File: src/rtl/pipelined_rca.sv
// Pipelined ripple-carry add/sub: S = N/K stages of K bits each, latency S, one result per cycle.
// Stalls compress bubbles and in_ready drops only when every stage is full and blocked; PIPELINED_RCA_SAT_EN clamps on overflow.
module pipelined_rca #(
  parameter int N = 16,
  parameter int K = 4
) (
  input  logic         clk,
  input  logic         reset_n,
  input  logic         in_valid,
  output logic         in_ready,
  input  logic [N-1:0] x,
  input  logic [N-1:0] y,
  input  logic         c_in,
  input  logic         sub,
  output logic         out_valid,
  input  logic         out_ready,
  output logic [N-1:0] s,
  output logic         c_out,
  output logic         overflow
);

  localparam int S = N / K;

  // Per-stage registers: operands travel with the partial sum so later stages see their chunk.
  logic [S-1:0] vld;
  logic [N-1:0] x_p [S];
  logic [N-1:0] y_p [S];
  logic [N-1:0] s_p [S];
  logic [S-1:0] c_p;
  logic         ov_q;

  logic [N-1:0] st_x [S];
  logic [N-1:0] st_y [S];
  logic [N-1:0] st_s [S];
  logic [N-1:0] nx_s [S];
  logic [S-1:0] st_c;
  logic [S-1:0] st_v;
  logic [S-1:0] nx_c;
  logic [S-1:0] load;
  logic [S-1:0] adv;
  logic         c_msb;
  logic         ov_nx;
  logic [N-1:0] fin_s;

  always_comb begin
    st_x[0] = x;
    st_y[0] = y ^ {N{sub}};
    st_s[0] = '0;
    st_c[0] = c_in ^ sub;
    st_v[0] = in_valid;
    for (int k = 1; k < S; k++) begin
      st_x[k] = x_p[k-1];
      st_y[k] = y_p[k-1];
      st_s[k] = s_p[k-1];
      st_c[k] = c_p[k-1];
      st_v[k] = vld[k-1];
    end
  end

  always_comb begin
    logic cy;
    int   bi;
    cy    = 1'b0;
    bi    = 0;
    c_msb = 1'b0;
    for (int k = 0; k < S; k++) begin
      nx_s[k] = st_s[k];
      cy      = st_c[k];
      for (int i = 0; i < K; i++) begin
        bi = k * K + i;
        nx_s[k][bi] = st_x[k][bi] ^ st_y[k][bi] ^ cy;
        if (bi == N - 1) c_msb = cy;
        cy = (st_x[k][bi] & st_y[k][bi]) | (cy & (st_x[k][bi] ^ st_y[k][bi]));
      end
      nx_c[k] = cy;
    end
  end

  always_comb begin
    ov_nx = c_msb ^ nx_c[S-1];
`ifdef PIPELINED_RCA_SAT_EN
    fin_s = nx_s[S-1];
    if (ov_nx) fin_s = st_x[S-1][N-1] ? {1'b1, {(N-1){1'b0}}} : {1'b0, {(N-1){1'b1}}};
`else
    fin_s = nx_s[S-1];
`endif
  end

  // Ready ripples backwards from out_ready; a stage loads when empty or draining this cycle.
  always_comb begin
    logic r;
    r    = out_ready;
    load = '0;
    adv  = '0;
    for (int k = S - 1; k >= 0; k--) begin
      adv[k]  = vld[k] & r;
      load[k] = ~vld[k] | r;
      r       = load[k];
    end
  end

  always_ff @(posedge clk or negedge reset_n) begin
    if (!reset_n) begin
      vld  <= '0;
      c_p  <= '0;
      ov_q <= 1'b0;
      for (int k = 0; k < S; k++) begin
        x_p[k] <= '0;
        y_p[k] <= '0;
        s_p[k] <= '0;
      end
    end else begin
      for (int k = 0; k < S; k++) begin
        if (load[k]) begin
          vld[k] <= st_v[k];
          if (st_v[k]) begin
            x_p[k] <= st_x[k];
            y_p[k] <= st_y[k];
            s_p[k] <= (k == S - 1) ? fin_s : nx_s[k];
            c_p[k] <= nx_c[k];
          end
        end
      end
      if (load[S-1] && st_v[S-1]) ov_q <= ov_nx;
    end
  end

  assign in_ready  = load[0];
  assign out_valid = vld[S-1];
  assign s         = s_p[S-1];
  assign c_out     = c_p[S-1];
  assign overflow  = ov_q;

endmodule
File: config.mk
export PLATFORM = sky130hd
export DESIGN_NAME = pipelined_rca
export DESIGN_NICKNAME = d
export VERILOG_FILES = /design/src/rtl/pipelined_rca.sv
export SDC_FILE = /design/constraint.sdc
export NUM_CORES = 1
export LEC_CHECK = 0
export CORE_ASPECT_RATIO = 1.2
export CORE_MARGIN = 8
export CORE_UTILIZATION = 45
export CTS_CLUSTER_DIAMETER = 200
export DETAILED_ROUTE_END_ITERATION = 12
export PLACE_DENSITY = 0.69
export REMOVE_ABC_BUFFERS = 1
export SYNTH_ARGS = -nofsm -noshare
export SYNTH_HDL_FRONTEND = slang
export SYNTH_SLANG_ARGS = --single-unit
File: constraint.sdc
create_clock -name clk -period 2.38 [get_ports clk]
set_input_delay 0.714 -clock clk [delete_from_list [all_inputs] [get_ports clk]]
set_output_delay 0.714 -clock clk [all_outputs]
set_load 0.005 [all_outputs]
After elaboration in Yosys (flattened, before gate mapping) --
Cells that the tools add are included. Widths: inputs -> output; s select.
Word-level totals: output and inout bits 20, register bits 145, logic and storage cells 115
Cells by class: bitwise logic cells 91, reduce and logical (&&, ||, !) cells 5
Operator list (number):
- $xor 1x1->1 | 34
- $and 1x1->1 | 32
- $or 1x1->1 | 20
- $xor 16x16->16 | 1
- $reduce_and 2->1 | 4
- $not 1->1 | 4
- $logic_and 1x1->1 | 1

Longest topological paths before layout --
Gate-level depths: netlist (run 1).
depth in word-level cells 10, gate-level depth with buffers 10, mapped depth without buffers 9

Worst setup path after synthesis (run 1) --
Ideal clock, no wire load.
path type input port to flip-flop, from input sub, to register s_p, in the netlist nx_s[35], setup slack -794 ps, arrival 3049 ps, cell stages on the path 10, setup time 125 ps, buffers on the path 2, data required time 2255 ps, cell sequence buf_2 > buf_2 > xor2_1 > fa_1 > inv_1 > fa_1 > fa_1 > inv_1 > fa_1 > mux2_2
RTL lines:
- start: declaration | line 14 | input logic sub,
- end signal: indexed assignment | line 119 | s_p[k] <= (k == S - 1) ? fin_s : nx_s[k];
- end: declaration | line 28 | logic [N-1:0] s_p [S];

==> flow_metrics.tcl, run 1 <==
set metrics [dict create \
    ant_nets 0 \
    finalWorstSetupSlack_ps -26.6 \
    yosysSeqAreaShare_pct 57.5 \
    crit_arrival_ps 2650 \
    gp_congestion 0.719 \
    place_inst 465 \
    clock_latency_ps 350 \
    setup_viol_count_final 1 \
    first_pass_iters 4 \
    p_clk_share_pct 22.3 \
    syn_area_um2 4220 \
    fin_nets 410 \
    vias 2303 \
    grt_pass1_wl_um 12600 \
    antenna_found_initial 0 \
    required_ps 2630 \
    hold_path_class "input port to async pin" \
    violations "setup timing" \
    num_rows 38 \
    cts_tree "built" \
    grt-ovfl-total 0 \
    clock-sinks 97 \
    skew_ps 8.67 \
    p_int_mw 4.01 \
    numCtsBuffers 9 \
    die_w_um 104 \
    pre_cts_slack_ps -1050 \
    p_comb_share_pct 31.2 \
    vdd_drop_max_uv 388 \
    dieArea_um2 12700 \
    layout_commonest_cell "dfrtp_1" \
    num-fill-cells 742 \
    post-route-period-util_pct 101 \
    crit_type "input port to flop" \
    clock_path_buffers 2 \
    finish.utilization_pct 58.6 \
    ff_latch_area_um2 2430 \
    final_cell_mix "97 x dfrtp_1, 70 x mux2_2, 48 x clkdlybuf4s50_1" \
    grt_pass1_vias 2651 \
    num_antenna_cells 0 \
    sw_frac_of_total_pct 27.3 \
    ys_ff_latch 97 \
    root_buffer "clkbuf_8" \
    grt_setup_unrepaired "yes" \
    async_flop_share_pct 100 \
    initial_core_util_pct 46.5 \
    io_pins 58 \
    synthCells 286 \
    viasPerCell 4.80 \
    maxSlewViolCount 0 \
    p_leak_nw 2.38 \
    hold_viol_final 0 \
    multiInputGateArea_um2 1650 \
    crit_fanout 3 \
    stdcell_count 480 \
    pwr-share-seq_pct 46.5 \
    wl_per_cell_um 15.2 \
    first_iter_violations 42 \
    areaGrowthSynthToFinish_pct 26.0 \
    power_density_nw_per_um2 1040 \
    core_area_um2 9080 \
    syn_area_per_cell_um2 14.8 \
    yosysWarnings 0 \
    drive_above_1_share_pct 32.8 \
    drc 0 \
    end_kind "flop" \
    tightest_slew_ps 453 \
    max_slew_margin_pct 69.8 \
    port_buffers 57 \
    grt_usage_pct 12.4 \
    grt_max_degree 36 \
    drt_wl_total_um 7290 \
    status "finished, violations left" \
    htree_levels 3 \
    dp_hpwl_um 5220 \
    dieHeight_um 122 \
    fmax_ghz 0.416 \
    p_sw_mw 1.51 \
    hold_buffers 0 \
    start_kind "input port" \
    yosys_most_used_dff "dfrtp_1" \
    synth-edff-count 0 \
    min_period_ps 2410 \
    cap_violations 0 \
    clk_pin_slew_ps 90 \
    yosysUniqueCellTypes 22 \
]
[critical path: stages]
cell	delay, ps
buf_12	110
xor2_2	170
fa_2	220
inv_2	40
fa_2	330
fa_2	340
inv_2	60
fa_1	390
mux2_4	270
[area by class of cell]
cell class,instances,area share (%)
clock inverters,6,2.02
repair buffers,69,13.8
inverters,34,2.40
multi-input cells,145,30.9
well taps,120,2.82
flip-flops and latches,97,45.6
clock buffers,9,2.33
[Yosys cell counts (all sizes together), types with 2 or more instances]
| master | instances | share of area [%] |
|---|---|---|
| dfrtp | 97 | 58 |
| mux2 | 77 | 21 |
| inv | 34 | 3.0 |
| fa | 16 | 7.6 |
| o21ai | 14 | 1.7 |
| xor2 | 14 | 2.9 |
| buf | 10 | 1.9 |
| mux2i | 10 | 2.4 |
| nand2 | 4 | 0.47 |
| xnor2 | 4 | 0.83 |
| nand2b | 2 | 0.30 |
[power by group through the flow]
stage	combinational, mW	clock [mW]	sequential (mW)
final	1.72	1.23	2.57
after global routing	1.95	1.31	2.66
after CTS	1.75	1.26	2.58
after detailed placement	1.72	0	2.61
after global placement	1.65	0	2.58
after floorplan	0.998	0	2.53
[flip-flops by register name, indices dropped and copies added, names as in the netlist]
register	cells
c_p	4
st_x	24
nx_s	12
st_y	24
overflow	1
s	16
vld	4
fin_s	12
[through the flow]
step / area [um2] / TNS, ps / hold slack [ps] / total power [mW]
after CTS: 5300 / -246 / 305 / 5.59
final: 5320 / -26.6 / 301 / 5.52
after detailed placement: 5040 / -3980 / 481 / 4.33
after floorplan: 4140 / -1820 / 418 / 3.53
after global placement: 5040 / -3900 / 476 / 4.23
after global routing: 5320 / -65.3 / 333 / 5.92
[layer usage]
metal  vias up  GRT usage (%)  wire, um
met4         0           5.80       117
met5         -              0         0
met2        36           21.8      3870
met3         8           3.01       263
met1      1184           14.0      3040
li1       1075              -         -
[path summary, 6_finish.rpt]
check                      startpoint        to  slack [ps]  cells after the start
setup / recovery                  sub  nx_s[35]         -30                      9
min in group clk             st_x[39]  st_x[39]         490                      1
setup reg to reg               c_p[2]     s[15]         180                      8
hold reg to reg              st_x[39]  st_x[39]         490                      1
hold / removal                reset_n  st_x[43]         300                      1
max in group asynchronous     reset_n  st_y[44]        1400                      2
[cell families (layout without fill, tap and decap cells)]
kind of cell             after synthesis  count (layout)  share of synthesized area (%)
AO/OA/AOI/OAI                         15              15                           1.93
flip-flops                            97              97                           57.5
AND/OR/NAND/NOR                        9               9                           1.42
multiplexers                          87              87                           22.9
adder cells (fa/ha/maj)               16              16                           7.59
XOR/XNOR                              18              18                           3.74
buffers and inverters                 44             118                           4.89
[repair_timing]
action	CTS	global route
setup endpoints to repair	4	5
setup buffers	0	1
pin swaps	6	7
resized for setup	26	10
(Power assumes the default switching activity.)
==> run 2: changes to the inputs <==
--- a/config.mk
+++ b/config.mk
@@ -5,7 +5,6 @@
 export SDC_FILE = /design/constraint.sdc
 export NUM_CORES = 1
 export LEC_CHECK = 0
-export CORE_ASPECT_RATIO = 1.2
 export CORE_MARGIN = 8
 export CORE_UTILIZATION = 45
 export CTS_CLUSTER_DIAMETER = 200
==> run 2 against run 1 <==
- the flow still finishes with violations (setup timing)
- utilization decreased by 1.2 points
- register-to-register slack about the same
- setup slack got worse by 0.66 ps
- critical path depth unchanged
- sequential power about the same
- first-iteration DRC count increased by 55%
- via count decreased by 0.39%
- combinational power about the same
- sequential cell count unchanged
- highest routed layer unchanged
==> flow_metrics.tcl, run 2 (synthesis results as in run 1) <==
set metrics [dict create \
    post-route-period-util_pct 101 \
    p_sw_mw 1.50 \
    pwr-share-seq_pct 48.3 \
    crit_fanout 3 \
    dieHeight_um 113 \
    root_buffer "clkbuf_8" \
    io_pins 58 \
    initial_core_util_pct 46.1 \
    p_leak_nw 2.33 \
    areaGrowthSynthToFinish_pct 24.4 \
    die_w_um 113 \
    grt-ovfl-total 0 \
    cpMostUsedCell "fa_2" \
    dieArea_um2 12700 \
    cp_cell_sequence "buf_12, xor2_4, fa_2, inv_2, fa_2, fa_2, inv_2, fa_1, mux2_4" \
    p_comb_share_pct 32.4 \
    cpMaxStageDelayCell "fa_1" \
    p_int_mw 3.79 \
    num_antenna_cells 0 \
    max_slew_margin_pct 64.9 \
    maxSlewViolCount 0 \
    clock_path_buffers 2 \
    fmax_ghz 0.415 \
    vdd_drop_max_uv 376 \
    hold_viol_final 0 \
    vias 2294 \
    ant_nets 0 \
    finalWorstSetupSlack_ps -27.2 \
    crit_type "input port to flop" \
    tightest_slew_ps 527 \
    layout_commonest_cell "dfrtp_1" \
    start_kind "input port" \
    crit_path_max_incr_delay_ps 400 \
    first_pass_iters 2 \
    grt_setup_unrepaired "yes" \
    drc 0 \
    grt_pass1_vias 2597 \
    min_period_ps 2410 \
    viasPerCell 4.90 \
    drive_above_1_share_pct 32.2 \
    drt_wl_total_um 7120 \
    htree_levels 3 \
    end_kind "flop" \
    violations "setup timing" \
    fin_nets 407 \
    power_mw 5.29 \
    power_density_nw_per_um2 1010 \
    gp_congestion 0.688 \
    num-fill-cells 751 \
    finish.utilization_pct 57.3 \
    antenna_found_initial 0 \
    hold_path_class "input port to async pin" \
    grt_max_degree 98 \
    dp_hpwl_um 4880 \
    critPathLaunch "sub" \
    cap_violations 0 \
    first_iter_violations 65 \
    core_area_um2 9150 \
    setup_viol_count_final 1 \
    clk_pin_slew_ps 90 \
    status "finished, violations left" \
    grt_pass1_wl_um 12100 \
    crit_arrival_ps 2650 \
    wl_per_cell_um 15.2 \
    numCtsBuffers 9 \
    skew_ps 11.4 \
    hold_buffers 0 \
    clock_latency_ps 350 \
    sw_frac_of_total_pct 28.3 \
    required_ps 2620 \
    cts_tree "built" \
    port_buffers 57 \
    setup_tns_ps -27.2 \
    p_clk_share_pct 19.3 \
    final_cell_mix "97 x dfrtp_1, 70 x mux2_2, 48 x clkdlybuf4s50_1" \
    clock-sinks 97 \
    num_rows 35 \
    grt_usage_pct 12.0 \
    r2r_start "c_p[2]" \
]
==> run 2: cell types whose count changed in the layout (fill, tap and decap cells not counted), moves of 2 or more <==
cell / previous run / this run
buf_6: 0 / 2
buf_4: 7 / 5
clkinvlp_4: 1 / 3
xor2_2: 2 / 0
bufinv_16: 3 / 1
xor2_4: 0 / 2
buf_2: 2 / 0
==> run 2: path summary, 6_finish.rpt <==
kind	slack [ps]	cells past startpoint	endpoint
max in group asynchronous	1570	2	st_x[39]
max reg2reg	180	8	s[15]
min reg2reg	500	1	st_x[41]
min	380	2	nx_s[16]
max	-30	9	nx_s[35]
min in group clk	500	1	st_x[41]
==> run 2: worst max-delay path: cells and delay by family <==
family	cells	cell delay [ps]
adder cells (fa/ha/maj)	4	1280
multiplexers	1	270
buffers and inverters	3	210
XOR/XNOR	1	160
==> run 2: what timing repair did <==
item / in CTS / in global routing
gates resized for setup: 30 / 9
cloned: 0 / 0
pin swaps: 6 / 5
endpoints found under the hold margin: 0 / 0
setup endpoints to repair: 4 / 3
buffers inserted: 0 / 1
==> run 2: through the flow <==
stage          worst slack [ps]  std cells  cell area [um2]  hold WS, ps
3_3_place_gp               -928        452             4980          475
3_5_place_dp               -978        452             4980          481
2_1_floorplan              -294        276             4140          418
6_report                  -27.2        468             5250          381
5_1_grt                   -53.0        468             5250          431
4_1_cts                    -119        467             5210          426
==> run 2: power by group through the flow <==
stage	Clock, mW	Combinational, mW	Sequential, mW
after global placement	0	1.65	2.57
after CTS	1.05	1.74	2.57
after global routing	1.14	1.93	2.64
after floorplan	0	0.998	2.53
final	1.02	1.72	2.56
after detailed placement	0	1.72	2.60
==> run 2: layer usage <==
metal	vias up	wire [um]	track usage (%)
met4	0	66	4.32
met5	-	0	0
met2	36	3850	21.6
li1	1065	-	-
met1	1189	2880	13.1
met3	4	322	3.51
==> run 2: layout make-up <==
type,instances,area (um2),share of cell area (%)
clock inverter,5,57.6,1.10
timing repair buffer,66,704,13.4
sequential,97,2430,46.2
inverter,34,128,2.43
clock buffer,10,128,2.43
tap,111,139,2.65
multi-input combinational,145,1670,31.7
==> run 3: changes to the inputs <==
--- a/config.mk
+++ b/config.mk
@@ -11,6 +11,7 @@
 export DETAILED_ROUTE_END_ITERATION = 12
 export PLACE_DENSITY = 0.69
 export REMOVE_ABC_BUFFERS = 1
+export SLEW_MARGIN = 25
 export SYNTH_ARGS = -nofsm -noshare
 export SYNTH_HDL_FRONTEND = slang
 export SYNTH_SLANG_ARGS = --single-unit
==> results of run 3 <==
The final DEF is identical to that of run 2; final timing and power are the same.
